## src/rtl/pipe_stage_buf.sv

```systemverilog
// Two-entry skid buffer pipeline stage (HEAD + SKID) with fully registered outputs,
// registered in_ready, flush squash and synchronous active-low reset.
`timescale 1ns/1ps

module pipe_stage_buf #(
    parameter int DATA_W = 32,
    parameter int DEST_W = 5,
    parameter int CTRL_W = 3
) (
    input  logic              clk,
    input  logic              rst,
    input  logic              flush,
    input  logic              in_valid,
    output logic              in_ready,
    input  logic [DATA_W-1:0] in_pc,
    input  logic [DATA_W-1:0] in_result,
    input  logic [DATA_W-1:0] in_st_value,
    input  logic [DEST_W-1:0] in_dest,
    input  logic [CTRL_W-1:0] in_ctrl,
    output logic              out_valid,
    input  logic              out_ready,
    output logic [DATA_W-1:0] out_pc,
    output logic [DATA_W-1:0] out_result,
    output logic [DATA_W-1:0] out_st_value,
    output logic [DEST_W-1:0] out_dest,
    output logic [CTRL_W-1:0] out_ctrl,
    output logic [1:0]        occupancy
);

    typedef struct packed {
        logic [DATA_W-1:0] pc;
        logic [DATA_W-1:0] result;
        logic [DATA_W-1:0] st_value;
        logic [DEST_W-1:0] dest;
        logic [CTRL_W-1:0] ctrl;
    } entry_t;

    typedef enum logic [1:0] {
        EMPTY = 2'd0,
        ONE   = 2'd1,
        FULL  = 2'd2
    } state_t;

    typedef enum logic [1:0] {
        HEAD_HOLD  = 2'd0,
        HEAD_IN    = 2'd1,
        HEAD_SKID  = 2'd2,
        HEAD_CLEAR = 2'd3
    } head_sel_t;

    state_t    state_q, state_d;
    head_sel_t head_sel;
    entry_t    head_q, skid_q, in_entry;
    logic      skid_load, skid_clear;
    logic      in_ready_q, out_valid_q;
    logic      accept, drain;

    assign in_entry = '{pc: in_pc, result: in_result, st_value: in_st_value,
                        dest: in_dest, ctrl: in_ctrl};

    // Handshakes use only registered ready/valid, so no out_ready -> in_ready path exists.
    assign accept = in_valid & in_ready_q;
    assign drain  = out_valid_q & out_ready;

    always_comb begin
        state_d    = state_q;
        head_sel   = HEAD_HOLD;
        skid_load  = 1'b0;
        skid_clear = 1'b0;
        unique case (state_q)
            EMPTY: begin
                if (accept) begin
                    state_d  = ONE;
                    head_sel = HEAD_IN;
                end
            end
            ONE: begin
                if (accept && !drain) begin
                    state_d   = FULL;
                    skid_load = 1'b1;
                end else if (drain && !accept) begin
                    state_d  = EMPTY;
                    head_sel = HEAD_CLEAR;
                end else if (accept && drain) begin
                    head_sel = HEAD_IN;
                end
            end
            FULL: begin
                if (drain) begin
                    state_d    = ONE;
                    head_sel   = HEAD_SKID;
                    skid_clear = 1'b1;
                end
            end
            default: begin
                state_d    = EMPTY;
                head_sel   = HEAD_CLEAR;
                skid_clear = 1'b1;
            end
        endcase
        // Squash wins over any accept/drain decided above.
        if (flush) begin
            state_d    = EMPTY;
            head_sel   = HEAD_CLEAR;
            skid_load  = 1'b0;
            skid_clear = 1'b1;
        end
    end

    always_ff @(posedge clk) begin
        if (!rst) begin
            state_q     <= EMPTY;
            head_q      <= '0;
            skid_q      <= '0;
            in_ready_q  <= 1'b1;
            out_valid_q <= 1'b0;
        end else begin
            state_q     <= state_d;
            in_ready_q  <= (state_d != FULL);
            out_valid_q <= (state_d != EMPTY);
            unique case (head_sel)
                HEAD_IN:    head_q <= in_entry;
                HEAD_SKID:  head_q <= skid_q;
                HEAD_CLEAR: head_q <= '0;
                default:    head_q <= head_q;
            endcase
            if (skid_clear)
                skid_q <= '0;
            else if (skid_load)
                skid_q <= in_entry;
        end
    end

    // HEAD is zeroed whenever the stage empties, so a bubble never carries enables.
    assign in_ready     = in_ready_q;
    assign out_valid    = out_valid_q;
    assign out_pc       = head_q.pc;
    assign out_result   = head_q.result;
    assign out_st_value = head_q.st_value;
    assign out_dest     = head_q.dest;
    assign out_ctrl     = head_q.ctrl;
    assign occupancy    = state_q;

endmodule

```

## config.mk

```make
export PLATFORM = sky130hd
export DESIGN_NAME = pipe_stage_buf
export DESIGN_NICKNAME = d
export VERILOG_FILES = /design/src/rtl/pipe_stage_buf.sv
export SDC_FILE = /design/constraint.sdc
export NUM_CORES = 1
export LEC_CHECK = 0
export CAP_MARGIN = 20
export CORE_AREA = 5 5 130 132
export CTS_BUF_LIST = sky130_fd_sc_hd__clkbuf_8 sky130_fd_sc_hd__clkbuf_16
export DETAILED_ROUTE_END_ITERATION = 8
export DIE_AREA = 0 0 135 137
export PLACE_DENSITY = 0.91
export RECOVER_POWER = 50
export SLEW_MARGIN = 10
export SYNTH_ARGS = -nofsm -noshare
export SYNTH_HDL_FRONTEND = slang
export SYNTH_SLANG_ARGS = --single-unit
```

## constraint.sdc

```tcl
create_clock -name clk -period 4.6 [get_ports clk]
set_clock_uncertainty 0.05 [all_clocks]
set_input_delay 0.69 -clock clk [delete_from_list [all_inputs] [get_ports clk]]
set_output_delay 0.69 -clock clk [all_outputs]
set_load 0.02 [all_outputs]
```

After elaboration in Yosys (flattened, before gate mapping)
Index checks and enable logic that the tools add are counted.
{"block": "word_totals", "output_inout_bits": 108, "wordCells": 52, "input_bits": 109, "reg_bits": 212}
{"block": "classes", "n_bitwise": 3, "n_eq_ne": 6, "n_reduce_logical": 10, "mux": 20}
{"operator": "case mux 104 bit (3 select lines)", "n": 1}
{"operator": "two-way mux 2 bit", "n": 9}
{"operator": "case mux 2 bit (3 select lines)", "n": 2}
{"operator": "two-way mux 1 bit", "n": 7}
{"operator": "== test 2 bit (second input constant)", "n": 3}
{"operator": "== test 2 x 1 -> 1 bit (second input constant)", "n": 2}
{"operator": "OR reduction 2 bit", "n": 2}
{"operator": "logical AND 1 bit", "n": 3}
{"operator": "nonzero test 3 bit", "n": 1}
{"operator": "bitwise AND 1 bit", "n": 2}
{"operator": "zero test 1 bit", "n": 2}
{"operator": "zero test 2 bit", "n": 1}
{"operator": "!= test 2 bit (second input constant)", "n": 1}
{"operator": "case mux 1 bit (2 select lines)", "n": 1}
{"operator": "nonzero test 2 bit", "n": 1}
{"operator": "inverter 1 bit", "n": 1}

Logic depth before layout (Yosys ltp)
Gate-level depths: netlist of the first run.
{"block": "logic_depth", "ltp_word": 9, "mapped_depth": 8, "depth_no_buf": 5}

Worst setup path before layout of the first run
No wires, ideal clock.
{"block": "synth_path", "path_kind": "input port to flip-flop", "startpoint": "input flush", "endpoint": "register head_q, in the netlist out_result[0]", "path_stages": 8, "n_path_buf": 4, "setup_slack_ns": 2.620, "setup_ns": 0.060, "arrival_ns": 1.870, "required_time_ns": 4.490, "path_cell_list": "nand2b_1 > buf_2 > and4b_1 > clkbuf_1 > buf_2 > buf_2 > a22oi_1 > nand2_1"}
{"block": "synth_between", "elab_chain_len": 3, "word_cells_on_any_way": 6, "classes_between": "eq/ne: 3; mux: 2; reduce/logical: 1"}
{"item": "start, declared", "line_no": "12", "source": "input logic flush,"}
{"item": "two-way mux 2 bit (*)", "line_no": "102", "source": "if (flush) begin"}
{"item": "== test 2 bit or == test 2 x 1 -> 1 bit (tied branches)", "line_no": "121", "source": "unique case (head_sel)"}
{"item": "case mux 104 bit (3 select lines) or nonzero test 3 bit (tied branches)"}
{"item": "end signal, assigned", "line_no": "122", "source": "HEAD_IN: head_q <= in_entry;"}
{"item": "end signal, assigned", "line_no": "123", "source": "HEAD_SKID: head_q <= skid_q;"}
{"item": "end signal, assigned", "line_no": "125", "source": "default: head_q <= head_q;"}
{"item": "end, declared", "line_no": "53", "source": "entry_t head_q, skid_q, in_entry;"}
Every way passes the cells marked *; elsewhere a longest branch is shown, timed or not.
A chain may end at the register's enable or synchronous reset.

Worst setup path after layout of the first run
{"block": "layout_path", "startpoint": "input flush", "endpoint": "register head_q, in the netlist out_ctrl[0]"}
The elaborated chain is that of the path after synthesis.

==> impl_metrics.json, run 1 <==
{
  "synth_warnings": 0,
  "async_flop_share": 0,
  "yosys.area_share.adder": 0,
  "cp_data_arrival_time_ps": 3860,
  "cap_violations": 2,
  "synth_cell_type_count": 27,
  "critical_path.slowest_cell": "and4b_1",
  "routed_wl_um": 22300,
  "finalMaxSlewViolations": 67,
  "yosysTopAreaCell": "dfxtp_1",
  "worstSetupStartpointType": "input pin",
  "synth-xor-area-share": 0,
  "failed_checks": "capacitance limit, slew limit",
  "p_leak_uw": 0.00435,
  "ys_seq_elements": 212,
  "hold_buffers": 0,
  "clk_path_buf_depth": 3,
  "worstMarginPinSlew_ps": 1810,
  "seq_area_frac_synth": 0.537,
  "io_buffers": 216,
  "setup_tns_ps": 0,
  "cts-root-buf": "clkbuf_16",
  "cts_tree": "built",
  "cp_max_fo": 62,
  "critPathCaptureType": "flip-flop",
  "netlist_area_sq_um": 7900,
  "htreeDepth": 1,
  "post-route-period-util": 0.760,
  "grt_util_all_layers": 0.232,
  "p_per_area_nw_per_um2": 364,
  "synth_edf_count": 0,
  "numCtsBuffers": 22,
  "max_freq_mhz": 286,
  "final_nets": 1229,
  "dp_cells": 1312,
  "layout_setup_ws_ps": 1100,
  "hold_viol": 0,
  "postCtsSetupBuffers": 0,
  "core_sq_um": 15600,
  "start_util": 0.507,
  "gr-total-overflow": 0,
  "avgSynthCellArea_sq_um": 8.37,
  "grt_pass1_vias": 7090,
  "clkSinkCount": 212,
  "first_pass_iters": 5,
  "pre_cts_ws_ps": 1450,
  "cts_resized": 0,
  "placed_cell_area_sq_um": 10100,
  "syn_inst": 944,
  "grt_antenna_before_repair": 2,
  "final_area_sq_um": 10800,
  "synth.area.top_cells": "dfxtp_1 54%, nand2_1 15%, a22oi_1 7.7%, a21oi_1 6.8%, nand3_1 5.1%",
  "fp.dieW_um": 135,
  "cpPeakStageDelay_ps": 1520,
  "holdCritPathClass": "reg -> reg",
  "setup_viol_count_final": 0,
  "rsz0062_at_grt": "false",
  "synth_compound_area_frac": 0.170,
  "slew_headroom": -0.211,
  "place.gp.congestion": 0.757,
  "synth-simple-area-share": 0.213,
  "ios": 217,
  "rows": 46,
  "drt_iter0_markers": 561,
  "path_clk_slew_ps": 60,
  "netlist_top_cells_count": "314 x nand2_1, 212 x dfxtp_1, 108 x a21oi_1",
  "area_growth_pct": 36.2,
  "insertion_delay_ps": 490,
  "fp.dieH_um": 137,
  "grt_pass1_wl_um": 35400,
  "ant_nets": 0,
  "die_area_sq_um": 18500,
  "routedWlPerCell_um": 16.5,
  "criticalPathCategory": "in -> reg",
  "dp_hpwl_um": 14000,
  "worstPathCellList": "dlygate4sd3_1, nand2b_1, and4b_1, buf_12, a22oi_1, nand2_1",
  "required_ps": 4970,
  "synth_mux_area_frac": 0.0304,
  "grt_max_degree": 82,
  "vias": 7353,
  "stdcell_count": 1352,
  "synthFlopType": "dfxtp_1",
  "synth_top_family_by_area": "simple AND/OR/NAND/NOR gates",
  "crit_family": "simple AND/OR/NAND/NOR gates",
  "avgViaCountPerCell": 5.44,
  "synth.most_common_cell": "nand2_1",
  "path_buf_inv": 2,
  "synth_fp_nets": 1053,
  "period_needed_ps": 3500,
  "synth_top_cell_area_share": 0.537,
  "status": "finished with violations",
  "max-vdd-ir-drop_v": 0.000264,
  "drive_gt1_frac": 0.0467,
  "drc": 0
}
[logic make-up (layout without fill, tap and decap cells)]
logic type             Yosys count  after routing
buffers and inverters           79            269
AO/OA/AOI/OAI                  219            219
AND/OR/NAND/NOR                410            410
flip-flops                     212            212
multiplexers                    24             24
other                            0              2
[final timing paths]
kind                      from          end  slack, ps  depth (start not counted)
hold reg to reg     out_pc[27]   out_pc[27]        390                          2
setup reg to reg  occupancy[1]  out_ctrl[0]       1640                          4
hold / removal      out_pc[27]   out_pc[27]        390                          2
setup / recovery         flush  out_ctrl[0]       1100                          6
[layout make-up]
type,count,area (sq um)
fillers,1214,4840
clock inverters,12,57.6
diodes,2,5.00
repair buffers,228,2270
inverters,3,11.3
well taps,216,270
clock buffers,26,617
multi-input cells,653,3280
flip-flops and latches,212,4240
[layer usage]
layer / global-route usage / vias up / share of wire
met4: 0.0784 / 0 / 0.028
met2: 0.401 / 262 / 0.50
li1: - / 3558 / -
met5: 0 / - / 0
met1: 0.290 / 3490 / 0.40
met3: 0.0467 / 43 / 0.072
[power by group]
part	switching [uW]	leakage, uW	internal (uW)	total (uW)
Clock	702	0.000354	950	1650
Combinational	203	0.00228	172	375
Sequential	19.9	0.00172	1870	1890
[state kept, by name, summed over array words and instances (netlist names)]
| register | flops |
|---|---|
| in_ready | 1 |
| out_ctrl | 3 |
| out_st_value | 32 |
| occupancy | 2 |
| out_valid | 1 |
| out_result | 32 |
| out_pc | 32 |
| skid_q | 104 |
| out_dest | 5 |
[worst reg2reg max path, delay by kind of cell, from the launching register on]
family          cells  cell delay [ps]
compound gates      1              220
buf+inv             1              390
flops               1              590
simple gates        2             1640
[metrics by stage]
stage / util / total power [uW] / hold WS [ps]
2_1_floorplan: - / 2110 / 375
3_3_place_gp: 0.648 / 2320 / 381
3_5_place_dp: 0.648 / 2320 / 391
4_1_cts: 0.691 / 3970 / 398
5_1_grt: 0.690 / 4060 / 417
6_report: 0.690 / 3920 / 392
[cell usage in the layout, fill, tap and decap left out, types with 2 or more instances in the layout]
cell type / n
dlygate4sd3_1: 110
mux2i_1: 24
nand3_1: 81
buf_12: 2
o21ai_0: 24
clkbuf_8: 3
clkbuf_16: 23
clkdlybuf4s50_1: 106
nand2_1: 313
nor2_1: 5
a21oi_1: 108
inv_1: 6
dfxtp_1: 212
buf_4: 9
clkinv_2: 7
a22oi_1: 81
diode_2: 2
Power figures use the tool's default switching activity.
==> run 2: changes to the inputs <==
CORE_AREA = 5 5 142 144   (was 5 5 130 132)
DIE_AREA = 0 0 147 149   (was 0 0 135 137)
PLACE_DENSITY = 0.82   (was 0.91)
clock period = 2.93 ns   (was 4.6 ns; I/O delays follow)
==> run 2 against run 1 <==
- the flow now finishes without violations
- count of clock-buffer cells in the layout unchanged
- worst hold slack worse by 0.99 ps
- critical path depth unchanged
- non-clock buffer count up 3
- cell count up 1.3%
- sequential power up 58%
- setup slack worse by 610 ps
- critical path type unchanged
- largest cell class unchanged
==> impl_metrics.json, run 2 (synthesized netlist as in run 1, its figures left out) <==
{
  "status": "completed",
  "drive_gt1_frac": 0.0467,
  "r2r-end": "skid_q[63]",
  "cts_resized": 0,
  "start_util": 0.425,
  "most-common-layout-cells": "313 x nand2_1, 212 x dfxtp_1, 124 x clkdlybuf4s50_1, 108 x a21oi_1, 92 x dlygate4sd3_1",
  "worstSetupStartpointType": "input pin",
  "cp_max_fo": 70,
  "drt_iter0_markers": 394,
  "gr-total-overflow": 0,
  "r2r_cells": 5,
  "grt_pass1_vias": 7380,
  "critical_path.slowest_cell": "clkbuf_4",
  "combPwrFrac": 0.099,
  "numCtsBuffers": 23,
  "required_ps": 3310,
  "hold_depth": 2,
  "worstMarginPinSlew_ps": 1010,
  "first_pass_iters": 5,
  "clkPwrFrac": 0.419,
  "vias": 7300,
  "htreeDepth": 1,
  "rows": 50,
  "cpPeakStageDelay_ps": 700,
  "mostFrequentLayoutCell": "nand2_1",
  "crit_family": "buffers and inverters",
  "post-route-period-util": 0.833,
  "internal-power_uw": 4720,
  "largest_reg_flops": 104,
  "swShare": 0.235,
  "die_area_sq_um": 21900,
  "grt_antenna_before_repair": 0,
  "holdWs_ps": 391,
  "rsz0062_at_grt": "false",
  "grt_pass1_wl_um": 36900,
  "p_leak_uw": 0.00435,
  "period_needed_ps": 2440,
  "r2r_start": "occupancy[0]",
  "fp.dieW_um": 147,
  "ant_nets": 0,
  "core_sq_um": 18600,
  "clk_path_buf_depth": 3,
  "avgViaCountPerCell": 5.33,
  "routed_wl_um": 22600,
  "io_buffers": 216,
  "p_per_area_nw_per_um2": 567,
  "r2r_slack_ps": 810,
  "cp_data_arrival_time_ps": 2820,
  "drc": 0,
  "clkSinkCount": 212,
  "regMostFlops": "skid_q",
  "critPathCaptureType": "flip-flop",
  "routedWlPerCell_um": 16.5,
  "cts_tree": "built",
  "max_freq_mhz": 410,
  "cts-root-buf": "clkbuf_16",
  "seqPwrFrac": 0.483,
  "criticalPathCategory": "in -> reg",
  "fp.dieH_um": 149,
  "place.gp.congestion": 0.767,
  "slew_headroom": 0.326,
  "holdCritPathClass": "reg -> reg",
  "insertion_delay_ps": 490,
  "dp_hpwl_um": 14000,
  "setup_tns_ps": 0,
  "cap_violations": 0,
  "antenna_cells": 0,
  "finalMaxSlewViolations": 0,
  "postCtsSetupBuffers": 0,
  "min_to": "out_st_value[5]",
  "path_buf_inv": 2,
  "fillerInstances": 1603,
  "holdCritStartpoint": "out_st_value[5]",
  "grt_util_all_layers": 0.201,
  "final_nets": 1233,
  "hold_buffers": 0,
  "max-vdd-ir-drop_v": 0.000399,
  "ios": 217,
  "setup_viol_count_final": 0,
  "hold_viol": 0,
  "switchingPower_uw": 1450,
  "area_growth_pct": 37.5,
  "worstPathCellList": "dlygate4sd3_1, nand2b_1, and4b_4, clkbuf_4, a22oi_1, nand2_1",
  "path_clk_slew_ps": 60,
  "grt_max_degree": 105
}
run 2: power by group through the flow:
stage	Combinational, uW	Sequential [uW]	Clock, uW
3_3_place_gp	622	3040	0
2_1_floorplan	207	3100	0
5_1_grt	654	2980	2790
4_1_cts	632	2980	2640
6_report	609	2980	2580
3_5_place_dp	628	3040	0
run 2: worst max-delay path by stage:
stage,cells past startpoint,startpoint,to
after floorplan,7,occupancy[0],skid_q[100]
after global placement,5,out_ready,skid_q[93]
after detailed placement,5,out_ready,out_result[31]
after CTS,2,occupancy[1],occupancy[1]
after global routing,6,flush,out_result[13]
final,6,flush,out_dest[2]
run 2: cell type report:
cell class	count	area (sq um)	share of cell area
multi-input combinational	653	3300	0.303
clock buffer	26	617	0.0568
inverter	3	11.3	0.00104
tap	234	293	0.0269
timing repair buffer	231	2350	0.217
sequential	212	4240	0.391
clock inverter	11	50.0	0.00461
run 2: through the flow:
step | util | setup slack, ps | instances | total power (uW) | cell area (sq um)
CTS | 0.586 | 706 | 1370 | 6250 | 10900
detailed placement | 0.550 | 334 | 1333 | 3670 | 10200
floorplan | - | 1100 | 944 | 3310 | 7900
finish | 0.585 | 490 | 1370 | 6160 | 10900
global route | 0.585 | 374 | 1370 | 6420 | 10900
global placement | 0.549 | 330 | 1332 | 3660 | 10200
run 2: routing by layer:
layer	share of wire	global-route usage	routed length, um	vias to the layer above
met2	0.49	0.350	11000	248
met3	0.072	0.0483	1630	49
met1	0.41	0.241	9160	3423
li1	-	-	-	3580
met4	0.034	0.0797	768	0
met5	0	0	0	-
run 2: tightest hold or removal path, delay by kind of cell (launching register included):
kind	cells	cell delay, ps
and+or+nand+nor	2	100
DFF	1	300
==> run 3: changes to the inputs <==
CORE_AREA = 5 5 135 137   (was 5 5 142 144)
DIE_AREA = 0 0 140 142   (was 0 0 147 149)
PLACE_DENSITY = 0.86   (was 0.82)
clock period = 2.3 ns   (was 2.93 ns; I/O delays follow)
==> run 3 against run 2 <==
- count of clock-buffer cells in the layout increased by 1
- total power is 33% higher
- largest power group unchanged
- highest routed layer unchanged
- largest cell class unchanged
- first-iteration DRC count rose by 8.9%
==> impl_metrics.json, run 3 (synthesized netlist as in run 1, its figures left out) <==
{
  "clk_path_buf_depth": 3,
  "regMostFlops": "skid_q",
  "die_area_sq_um": 19900,
  "required_ps": 2680,
  "dp_hpwl_um": 14700,
  "postCtsSetupBuffers": 0,
  "routedWlPerCell_um": 16.6,
  "p_per_area_nw_per_um2": 744,
  "fp.dieW_um": 140,
  "status": "completed",
  "cpPeakStageDelay_ps": 530,
  "combPwrFrac": 0.097,
  "start_util": 0.467,
  "finalMaxSlewViolations": 0,
  "cp_max_fo": 29,
  "slew_headroom": 0.465,
  "clkPwrFrac": 0.440,
  "area_growth_pct": 39.3,
  "first_pass_iters": 6,
  "clkSinkCount": 212,
  "cts_resized": 0,
  "final_nets": 1241,
  "grt_max_degree": 74,
  "seqPwrFrac": 0.463,
  "ant_nets": 0,
  "routed_wl_um": 22800,
  "grt_antenna_before_repair": 0,
  "r2r_slack_ps": 270,
  "setup_tns_ps": 0,
  "post-route-period-util": 0.883,
  "period_needed_ps": 2030,
  "numCtsBuffers": 22,
  "cp_data_arrival_time_ps": 2410,
  "final_area_sq_um": 11000,
  "avgViaCountPerCell": 5.41,
  "rows": 48,
  "p_leak_uw": 0.00422,
  "swShare": 0.232,
  "fp.dieH_um": 142,
  "holdCritPathClass": "in -> reg",
  "antenna_cells": 0,
  "worstSetupStartpointType": "flip-flop",
  "gr-total-overflow": 0,
  "worstPathCellList": "buf_4, and3_1, o32ai_1, buf_4, nand3_1, nand2_1",
  "worstMarginPinSlew_ps": 802,
  "grt_pass1_wl_um": 36300,
  "crit_family": "buffers and inverters",
  "io_buffers": 216,
  "drive_gt1_frac": 0.0557,
  "htreeDepth": 1,
  "grt_pass1_vias": 7159,
  "path_buf_inv": 2,
  "rsz0062_at_grt": "false",
  "internal-power_uw": 6300,
  "vias": 7422,
  "cts_tree": "built",
  "drc": 0,
  "switchingPower_uw": 1900,
  "max-vdd-ir-drop_v": 0.000550,
  "hold_viol": 0,
  "mostFrequentLayoutCell": "nand2_1",
  "setup_viol_count_final": 0,
  "max_freq_mhz": 492,
  "cap_violations": 0,
  "most-common-layout-cells": "313 x nand2_1, 212 x dfxtp_1, 190 x clkdlybuf4s50_1, 108 x a21oi_1",
  "critPathCaptureType": "flip-flop",
  "place.gp.congestion": 0.861,
  "drt_iter0_markers": 429,
  "cp_common_cell": "buf_4",
  "hold_buffers": 0,
  "largest_reg_flops": 104,
  "criticalPathCategory": "reg -> reg",
  "critical_path.slowest_cell": "o32ai_1",
  "grt_util_all_layers": 0.218,
  "ios": 217,
  "path_clk_slew_ps": 60,
  "multiInputGateArea_sq_um": 3270,
  "placed_cell_area_sq_um": 10300,
  "seq_area_sq_um": 4240,
  "cts-root-buf": "clkbuf_16",
  "core_sq_um": 16900,
  "insertion_delay_ps": 490,
  "holdWs_ps": 374,
  "fillerInstances": 1439
}
-- run 3: final cells by class --
cell class	count	area share
clock buffers	27	0.0573
clock inverters	13	0.0105
inverters	3	0.00102
multi-input cells	653	0.297
flip-flops and latches	212	0.386
well taps	225	0.0256
repair buffers	240	0.223
-- run 3: power by group through the flow --
| stage | Sequential (uW) | Combinational (uW) | Clock (uW) |
|---|---|---|---|
| 2_1_floorplan | 3950 | 263 | 0 |
| 3_3_place_gp | 3870 | 807 | 0 |
| 3_5_place_dp | 3870 | 816 | 0 |
| 4_1_cts | 3790 | 820 | 3670 |
| 5_1_grt | 3800 | 850 | 3800 |
| 6_report | 3790 | 797 | 3610 |
-- run 3: final timing paths --
path	from	endpoint	cells past startpoint
setup / recovery	occupancy[1]	out_result[15]	6
hold / removal	in_result[30]	skid_q[70]	3
hold reg to reg	out_st_value[24]	out_st_value[24]	2
setup reg to reg	occupancy[1]	out_result[15]	6
-- run 3: worst min-delay path, delay by kind of cell --
kind	cells	cell delay, ps
compound gates	1	50
simple gates	1	60
buf+inv	1	420
-- run 3: through the flow --
step | util | setup slack, ps | cells | total power (uW)
after floorplan | - | 472 | 944 | 4210
after global placement | 0.610 | 222 | 1333 | 4680
after detailed placement | 0.610 | 135 | 1333 | 4690
after CTS | 0.654 | 188 | 1373 | 8280
after global routing | 0.650 | 114 | 1373 | 8450
final | 0.650 | 268 | 1373 | 8190
-- run 3: routing by layer --
metal  GRT usage  part of all wire
met4      0.0745             0.026
met3      0.0444             0.074
met1       0.272              0.41
met5           0                 0
met2       0.380              0.49
